$ cat src/rtl/uart_pkg.sv
// Shared definitions for the 8N1 UART: register map, status bit positions,
// the common bit-level FSM state type and the divisor floor.
package uart_pkg;

    localparam logic [1:0] ADDR_DATA   = 2'd0;
    localparam logic [1:0] ADDR_STATUS = 2'd1;
    localparam logic [1:0] ADDR_DIV_LO = 2'd2;
    localparam logic [1:0] ADDR_DIV_HI = 2'd3;

    localparam int STAT_TX_BUSY   = 0;
    localparam int STAT_RX_VALID  = 1;
    localparam int STAT_OVERRUN   = 2;
    localparam int STAT_FRAME_ERR = 3;

    // Smallest usable bit time; the RX half-bit check needs at least 2 clocks.
    localparam int MIN_DIV = 4;

    typedef enum logic [1:0] {
        IDLE  = 2'd0,
        START = 2'd1,
        DATA  = 2'd2,
        STOP  = 2'd3
    } uart_state_t;

endpackage

$ cat src/rtl/uart_rx.sv
// 8N1 receiver with an input synchronizer. Validates the start bit at half a
// bit time, then samples mid-bit; returns to IDLE right after the stop sample.
module uart_rx
    import uart_pkg::*;
#(
    parameter int DIV_W       = 16,
    parameter int SYNC_STAGES = 2
)
(
    input  logic             clk,
    input  logic             srst,
    input  logic [DIV_W-1:0] div,
    input  logic             rx_bit,
    output logic [7:0]       rx_data,
    output logic             rx_done,
    output logic             rx_ferr
);

    genvar gi;
    generate
        for (gi = 0; gi < SYNC_STAGES; gi++) begin : g_sync
            logic stage_reg;
            if (gi == 0) begin : g_in
                always_ff @(posedge clk) begin
                    if (srst) stage_reg <= 1'b1;
                    else      stage_reg <= rx_bit;
                end
            end else begin : g_chain
                always_ff @(posedge clk) begin
                    if (srst) stage_reg <= 1'b1;
                    else      stage_reg <= g_sync[gi-1].stage_reg;
                end
            end
        end
    endgenerate

    logic rx_sync;
    assign rx_sync = g_sync[SYNC_STAGES-1].stage_reg;

    uart_state_t      state_reg;
    logic [DIV_W-1:0] cnt_reg;
    logic [DIV_W-1:0] bit_len_reg;
    logic [2:0]       idx_reg;
    logic [7:0]       shift_reg;
    logic [7:0]       data_reg;
    logic             done_reg;
    logic             ferr_reg;
    logic             half_end;
    logic             bit_end;

    assign half_end = (cnt_reg == (bit_len_reg >> 1) - DIV_W'(1));
    assign bit_end  = (cnt_reg == bit_len_reg - DIV_W'(1));
    assign rx_data  = data_reg;
    assign rx_done  = done_reg;
    assign rx_ferr  = ferr_reg;

    always_ff @(posedge clk) begin
        if (srst) begin
            state_reg   <= IDLE;
            cnt_reg     <= '0;
            bit_len_reg <= DIV_W'(MIN_DIV);
            idx_reg     <= '0;
            shift_reg   <= '0;
            data_reg    <= '0;
            done_reg    <= 1'b0;
            ferr_reg    <= 1'b0;
        end else begin
            done_reg <= 1'b0;
            ferr_reg <= 1'b0;
            case (state_reg)
                IDLE: begin
                    cnt_reg     <= '0;
                    bit_len_reg <= div;
                    if (!rx_sync) state_reg <= START;
                end
                START: begin
                    if (half_end) begin
                        cnt_reg     <= '0;
                        bit_len_reg <= div;
                        idx_reg     <= '0;
                        state_reg   <= rx_sync ? IDLE : DATA;
                    end else begin
                        cnt_reg <= cnt_reg + DIV_W'(1);
                    end
                end
                DATA: begin
                    if (bit_end) begin
                        cnt_reg     <= '0;
                        bit_len_reg <= div;
                        shift_reg   <= {rx_sync, shift_reg[7:1]};
                        idx_reg     <= idx_reg + 3'd1;
                        if (idx_reg == 3'd7) state_reg <= STOP;
                    end else begin
                        cnt_reg <= cnt_reg + DIV_W'(1);
                    end
                end
                STOP: begin
                    if (bit_end) begin
                        cnt_reg   <= '0;
                        state_reg <= IDLE;
                        if (rx_sync) begin
                            data_reg <= shift_reg;
                            done_reg <= 1'b1;
                        end else begin
                            ferr_reg <= 1'b1;
                        end
                    end else begin
                        cnt_reg <= cnt_reg + DIV_W'(1);
                    end
                end
                default: state_reg <= IDLE;
            endcase
        end
    end

endmodule

$ cat src/rtl/uart_tx.sv
// 8N1 transmitter: start bit, 8 data bits LSB first, stop bit, each held for
// one bit time. The bit length is re-latched at every bit boundary.
module uart_tx
    import uart_pkg::*;
#(
    parameter int DIV_W = 16
)
(
    input  logic             clk,
    input  logic             srst,
    input  logic [DIV_W-1:0] div,
    input  logic             start,
    input  logic [7:0]       data,
    output logic             tx_bit,
    output logic             busy
);

    uart_state_t      state_reg;
    logic [DIV_W-1:0] cnt_reg;
    logic [DIV_W-1:0] bit_len_reg;
    logic [2:0]       idx_reg;
    logic [7:0]       shift_reg;
    logic             tx_reg;
    logic             busy_reg;
    logic             bit_end;

    assign bit_end = (cnt_reg == bit_len_reg - DIV_W'(1));
    assign tx_bit  = tx_reg;
    assign busy    = busy_reg;

    always_ff @(posedge clk) begin
        if (srst) begin
            state_reg   <= IDLE;
            cnt_reg     <= '0;
            bit_len_reg <= DIV_W'(MIN_DIV);
            idx_reg     <= '0;
            shift_reg   <= '0;
            tx_reg      <= 1'b1;
            busy_reg    <= 1'b0;
        end else begin
            if (state_reg != IDLE) begin
                if (bit_end) begin
                    cnt_reg     <= '0;
                    bit_len_reg <= div;
                end else begin
                    cnt_reg <= cnt_reg + DIV_W'(1);
                end
            end

            case (state_reg)
                IDLE: begin
                    tx_reg  <= 1'b1;
                    cnt_reg <= '0;
                    if (start) begin
                        shift_reg   <= data;
                        bit_len_reg <= div;
                        tx_reg      <= 1'b0;
                        busy_reg    <= 1'b1;
                        state_reg   <= START;
                    end
                end
                START: begin
                    if (bit_end) begin
                        tx_reg    <= shift_reg[0];
                        idx_reg   <= '0;
                        state_reg <= DATA;
                    end
                end
                DATA: begin
                    if (bit_end) begin
                        // shift_reg[1] is the next bit before this edge's shift lands
                        shift_reg <= {1'b0, shift_reg[7:1]};
                        tx_reg    <= shift_reg[1];
                        idx_reg   <= idx_reg + 3'd1;
                        if (idx_reg == 3'd7) begin
                            tx_reg    <= 1'b1;
                            state_reg <= STOP;
                        end
                    end
                end
                STOP: begin
                    if (bit_end) begin
                        tx_reg    <= 1'b1;
                        busy_reg  <= 1'b0;
                        state_reg <= IDLE;
                    end
                end
                default: state_reg <= IDLE;
            endcase
        end
    end

endmodule

$ cat src/rtl/uart.sv
// UART top: single-cycle-ack bus slave with divisor and status registers,
// wrapping the transmitter and receiver. wb_clk is a legacy pin, not a clock.
module uart
    import uart_pkg::*;
#(
    parameter int CLKS_PER_BIT = 104,
    parameter int DIV_W        = 16
)
(
    input  logic       clk,
    input  logic       reset,
    output logic       tx_bit,
    input  logic       rx_bit,
    input  logic [1:0] wb_addr,
    input  logic [7:0] wb_data_in,
    output logic [7:0] wb_data_out,
    input  logic       wb_we,
    input  logic       wb_clk,
    input  logic       wb_stb,
    output logic       wb_ack
);

    logic unused_wb_clk;
    assign unused_wb_clk = wb_clk;

    logic [DIV_W-1:0] div_reg;
    logic [DIV_W-1:0] div_eff;
    logic [15:0]      div_view;
    logic [7:0]       rx_data_reg;
    logic [7:0]       data_out_reg;
    logic             ack_reg;
    logic             rx_valid_reg;
    logic             overrun_reg;
    logic             frame_err_reg;

    logic       access;
    logic       wr;
    logic       rd;
    logic       rd_data;
    logic       tx_busy;
    logic [7:0] rx_byte;
    logic       rx_done;
    logic       rx_ferr;
    logic [7:0] status;

    assign access   = wb_stb & ~ack_reg;
    assign wr       = access & wb_we;
    assign rd       = access & ~wb_we;
    assign rd_data  = rd && (wb_addr == ADDR_DATA);
    assign div_eff  = (div_reg < DIV_W'(MIN_DIV)) ? DIV_W'(MIN_DIV) : div_reg;
    assign div_view = 16'(div_reg);

    assign wb_ack      = ack_reg;
    assign wb_data_out = data_out_reg;

    always_comb begin
        status                 = '0;
        status[STAT_TX_BUSY]   = tx_busy;
        status[STAT_RX_VALID]  = rx_valid_reg;
        status[STAT_OVERRUN]   = overrun_reg;
        status[STAT_FRAME_ERR] = frame_err_reg;
    end

    always_ff @(posedge clk) begin
        if (reset) begin
            ack_reg       <= 1'b0;
            data_out_reg  <= '0;
            div_reg       <= DIV_W'(CLKS_PER_BIT);
            rx_data_reg   <= '0;
            rx_valid_reg  <= 1'b0;
            overrun_reg   <= 1'b0;
            frame_err_reg <= 1'b0;
        end else begin
            ack_reg <= wb_stb & ~ack_reg;

            if (rd) begin
                case (wb_addr)
                    ADDR_DATA:   data_out_reg <= rx_data_reg;
                    ADDR_STATUS: data_out_reg <= status;
                    ADDR_DIV_LO: data_out_reg <= div_view[7:0];
                    ADDR_DIV_HI: data_out_reg <= div_view[15:8];
                    default:     data_out_reg <= '0;
                endcase
            end

            if (wr) begin
                case (wb_addr)
                    ADDR_STATUS: frame_err_reg <= 1'b0;
                    ADDR_DIV_LO: div_reg <= DIV_W'({div_view[15:8], wb_data_in});
                    ADDR_DIV_HI: div_reg <= DIV_W'({wb_data_in, div_view[7:0]});
                    default: ;
                endcase
            end

            if (rd_data) begin
                rx_valid_reg <= 1'b0;
                overrun_reg  <= 1'b0;
            end

            // A byte landing in the same cycle as an RXDATA read takes priority.
            if (rx_done) begin
                rx_data_reg  <= rx_byte;
                rx_valid_reg <= 1'b1;
                if (rx_valid_reg && !rd_data) overrun_reg <= 1'b1;
            end

            if (rx_ferr) frame_err_reg <= 1'b1;
        end
    end

    uart_tx #(
        .DIV_W (DIV_W)
    ) u_tx (
        .clk    (clk),
        .srst   (reset),
        .div    (div_eff),
        .start  (wr && (wb_addr == ADDR_DATA)),
        .data   (wb_data_in),
        .tx_bit (tx_bit),
        .busy   (tx_busy)
    );

    uart_rx #(
        .DIV_W       (DIV_W),
        .SYNC_STAGES (2)
    ) u_rx (
        .clk     (clk),
        .srst    (reset),
        .div     (div_eff),
        .rx_bit  (rx_bit),
        .rx_data (rx_byte),
        .rx_done (rx_done),
        .rx_ferr (rx_ferr)
    );

endmodule

$ cat config.mk
export PLATFORM = sky130hd
export DESIGN_NAME = uart
export DESIGN_NICKNAME = d
export VERILOG_FILES = /design/src/rtl/uart_pkg.sv /design/src/rtl/uart_rx.sv /design/src/rtl/uart_tx.sv /design/src/rtl/uart.sv
export SDC_FILE = /design/constraint.sdc
export NUM_CORES = 1
export LEC_CHECK = 0
export CAP_MARGIN = 20
export CORE_MARGIN = 4
export CORE_UTILIZATION = 55
export CTS_CLUSTER_SIZE = 16
export DETAILED_ROUTE_END_ITERATION = 16
export DONT_BUFFER_PORTS = 1
export GPL_ROUTABILITY_DRIVEN = 0
export PLACE_DENSITY = 0.72
export SLEW_MARGIN = 20
export SYNTH_ARGS = -nofsm -noshare
export SYNTH_HDL_FRONTEND = slang
export SYNTH_HIERARCHICAL = 1
export SYNTH_SLANG_ARGS = --single-unit
$ cat constraint.sdc
create_clock -name clk -period 3.6 [get_ports clk]
set_input_delay 0.18 -clock clk [delete_from_list [all_inputs] [get_ports clk]]
set_output_delay 0.18 -clock clk [all_outputs]
set_load 0.02 [all_outputs]
==> results.md <==
* Status: finished, final reports clean
* Flops & latches, synth at 140
* Leakage at 3.512 nW
* VDD IR max at 0.3901 mV
* Crit Path Class: register to register
* Resized Gates After CTS at 0
* CTS tree: done
* Clock Pin Slew Worst Setup and Hold Paths at 0.06 ns
* Endpoints failing hold at 0
* Starting Density at 57.07%
* CP required at 3.91 ns
* Switching pwr at 1.047 mW
* Post-route cell area at 0.008606 sq mm
* Fin. max-slew vios at 0
* Vias in the first global route at 6278
* Num rows at 43
* Max cap viols at 0
* Area of the multi-input gates at 0.004705 sq mm
* Syn avg cell area at 8.959 sq um
* Synth Net Count at 927
* Clk sink count at 140
* Longest Clk Path Bufs at 2
* DR vias at 6362
* Antenna Cells at 0
* First-pass GRT wire length at 30.86 mm
* PwrDens at 442.2 mW/mm^2
* Switching Share at 27.52%
* Crit. End Element: register
* Setup violations, final at 0
* Ys async rst share at 0%
* Setup crit start kind: register
* Total CTS buffers at 17
* Sequential fraction of the synthesis area at 34.84%
* 1st-pass router iterations at 5
* Drc violations at 0
* Final setup TNS at 0 ns
* Slew @ Worst Pin at 0.9821 ns
* Comb pwr share at 14.2%
* Layout cells sized above 1 at 10.02%
* Via density at 6.013
* Clk pwr share at 40.9%
* Int Power at 2.758 mW
* Crit path max fanout at 7
* Sequential cell area at 0.002803 sq mm
* Max Clock Skew at 0.006500 ns
* Slew headroom at 34.09%
* Placed Area at 0.007915 sq mm
* EDFF count, synth at 0
* Die footprint at 0.01663 sq mm
* Synth cell types at 81
* Die width at 128.9 um
* Syn Inst Count at 898
* Gr usage total at 22.84%
* # fillers at 1173
* Later-pin clock latency in the skew report at 0.42 ns
* Core box area at 0.01410 sq mm
* Max frequency at 0.2932 GHz
* First DRT Iteration DRCs at 438
* Fin crit share at 94.75%
* Reg2Reg Setup Slack at 0.19 ns
* Synthesized area at 0.008045 sq mm
* DPL Wire Length at 12.66 mm
* Ports at 26
* Synth-to-Final Area Change at 6.967%
* Arrival time worst endpoint at 3.72 ns
* Fin crit period at 3.411 ns
* Initial antenna violation count at 0
* Sequential share of power at 44.9%
* CTS H-tree lvls at 4
* Top FF cell, synth: dfxtp_1
* HP Class: input pin to register
* RSZ-0062 raised after global routing: no
* Synth warnings at 6
* Die Y at 128.9 um
* Routed Antenna Nets at 0
* Final wirelength at 18.09 mm
* Routed len/inst at 17.10 um
* Port Buf Inserts at 0
* Root buffer cell: clkbuf_16
* Layout Nets at 894
* Global route total overflow at 0
* Largest net degree at the start of global routing at 91
## metal layers
metal  track usage (%)  vias up  routed length [um]
li1                  -     3082                   -
met1             29.49     3088                8102
met2             36.49      142                8589
met3             4.815       50                 780
met4             10.87        0                 621
met5                 0        -                   0
## cell usage in the layout (no fill, tap or decap), types with 13 or more instances in the layout
| cell | n |
|---|---|
| dfxtp_1 | 140 |
| nor2_1 | 104 |
| mux2i_1 | 72 |
| nand2_1 | 62 |
| xor2_1 | 47 |
| xnor2_1 | 42 |
| nand3_1 | 39 |
| inv_1 | 31 |
| nand2b_1 | 28 |
| nand4_1 | 18 |
| a21oi_1 | 18 |
| clkbuf_16 | 17 |
| o221ai_1 | 15 |
| nor3_1 | 14 |
| dlygate4sd3_1 | 14 |
| and3_1 | 13 |
| ha_1 | 13 |
## critical path, stage by stage (launching register included)
cell     delay (ns)
dfxtp_1        0.36
inv_1          0.11
ha_1           0.33
nor3b_4        0.39
nand4_1        0.22
xnor2_1        0.21
or4_1          0.47
or4b_4         0.58
o31ai_2        0.24
nor2b_1        0.11
mux2_2         0.28
## power groups by stage
| stage | registers (mW) | clock network [mW] | logic [mW] |
|---|---|---|---|
| after floorplan | 1.70 | 0 | 0.468 |
| after global placement | 1.73 | 0 | 0.481 |
| after detailed placement | 1.74 | 0 | 0.501 |
| after CTS | 1.71 | 1.58 | 0.536 |
| after global routing | 1.72 | 1.66 | 0.601 |
| final | 1.71 | 1.56 | 0.539 |
## worst paths after layout
check | from | endpoint | depth (start not counted)
worst max-delay path | u_rx/bit_len_reg[2]$_SDFFE_PP1P_ | u_rx/idx_reg[0]$_SDFFE_PP0P_ | 10
worst min-delay path | wb_addr[1] | wb_data_out[4]$_SDFFE_PP0N_ | 2
worst max register to register | u_rx/bit_len_reg[2]$_SDFFE_PP1P_ | u_rx/idx_reg[0]$_SDFFE_PP0P_ | 10
worst min register to register | u_rx/rx_ferr$_SDFF_PP0_ | frame_err_reg$_SDFFE_PP0P_ | 2
## synthesized netlist by cell type, types with 5 or more instances
| library cell | number | area [sq um] |
|---|---|---|
| inv_1 | 32 | 120.1 |
| or2_2 | 5 | 31.28 |
| buf_6 | 7 | 78.83 |
| nor2b_1 | 5 | 31.28 |
| nor2_1 | 105 | 394.1 |
| nand3_1 | 39 | 195.2 |
| buf_4 | 12 | 90.09 |
| buf_2 | 13 | 65.06 |
| and3_1 | 13 | 81.33 |
| dfxtp_1 | 140 | 2803 |
| xnor2_1 | 42 | 367.9 |
| nor3_1 | 14 | 70.07 |
| o21bai_1 | 7 | 52.55 |
| nand2b_1 | 28 | 175.2 |
| mux2i_1 | 72 | 720.7 |
| a31oi_1 | 5 | 31.28 |
| a21oi_1 | 18 | 90.09 |
| o311a_1 | 8 | 80.08 |
| clkbuf_1 | 38 | 142.6 |
| mux2_2 | 10 | 112.6 |
| nor4_1 | 9 | 56.30 |
| ha_1 | 13 | 162.7 |
| a221oi_1 | 5 | 43.79 |
| o221ai_1 | 15 | 131.4 |
| o21ai_0 | 10 | 50.05 |
| a211oi_1 | 5 | 37.54 |
| and2_1 | 5 | 31.28 |
| nand4_1 | 18 | 112.6 |
| xor2_1 | 47 | 411.6 |
| and4_1 | 5 | 43.79 |
| nand2_1 | 62 | 232.7 |
## cells by family after synthesis
family | after synthesis | share of synthesized area (%)
flip-flops | 140 | 34.84
multiplexers | 89 | 12.22
AO/OA/AOI/OAI | 106 | 9.985
XOR/XNOR | 90 | 9.969
adder cells (fa/ha/maj) | 13 | 2.022
buffers and inverters | 106 | 6.719
AND/OR/NAND/NOR | 354 | 24.25
## metrics by stage
stage,total power [mW],util [%],hold WS [ns],setup slack [ns],cells
global placement,2.216,56.15,0.2580,0.3828,1011
global route,3.983,61.05,0.01949,0.03143,1058
CTS,3.823,61.03,0.0006686,0.2317,1058
floorplan,2.172,-,0.2838,0.5901,898
detailed placement,2.241,56.15,0.2602,0.2446,1011
finish,3.806,61.05,0.01108,0.1890,1058
## repair_timing
item | CTS | global route
endpoints found under the hold margin | 80 | 0
hold buffers | 15 | 0
setup buffers | 0 | 0
## cell type report
cell class                 count  share of cell area, %
inverter                      32                  1.396
multi-input combinational    652                  54.67
timing repair buffer          22                  2.704
clock inverter                12                 0.8578
clock buffer                  20                  5.190
sequential                   140                  32.57
tap                          180                  2.617
Note: power is estimated with default switching activity, not from simulation.
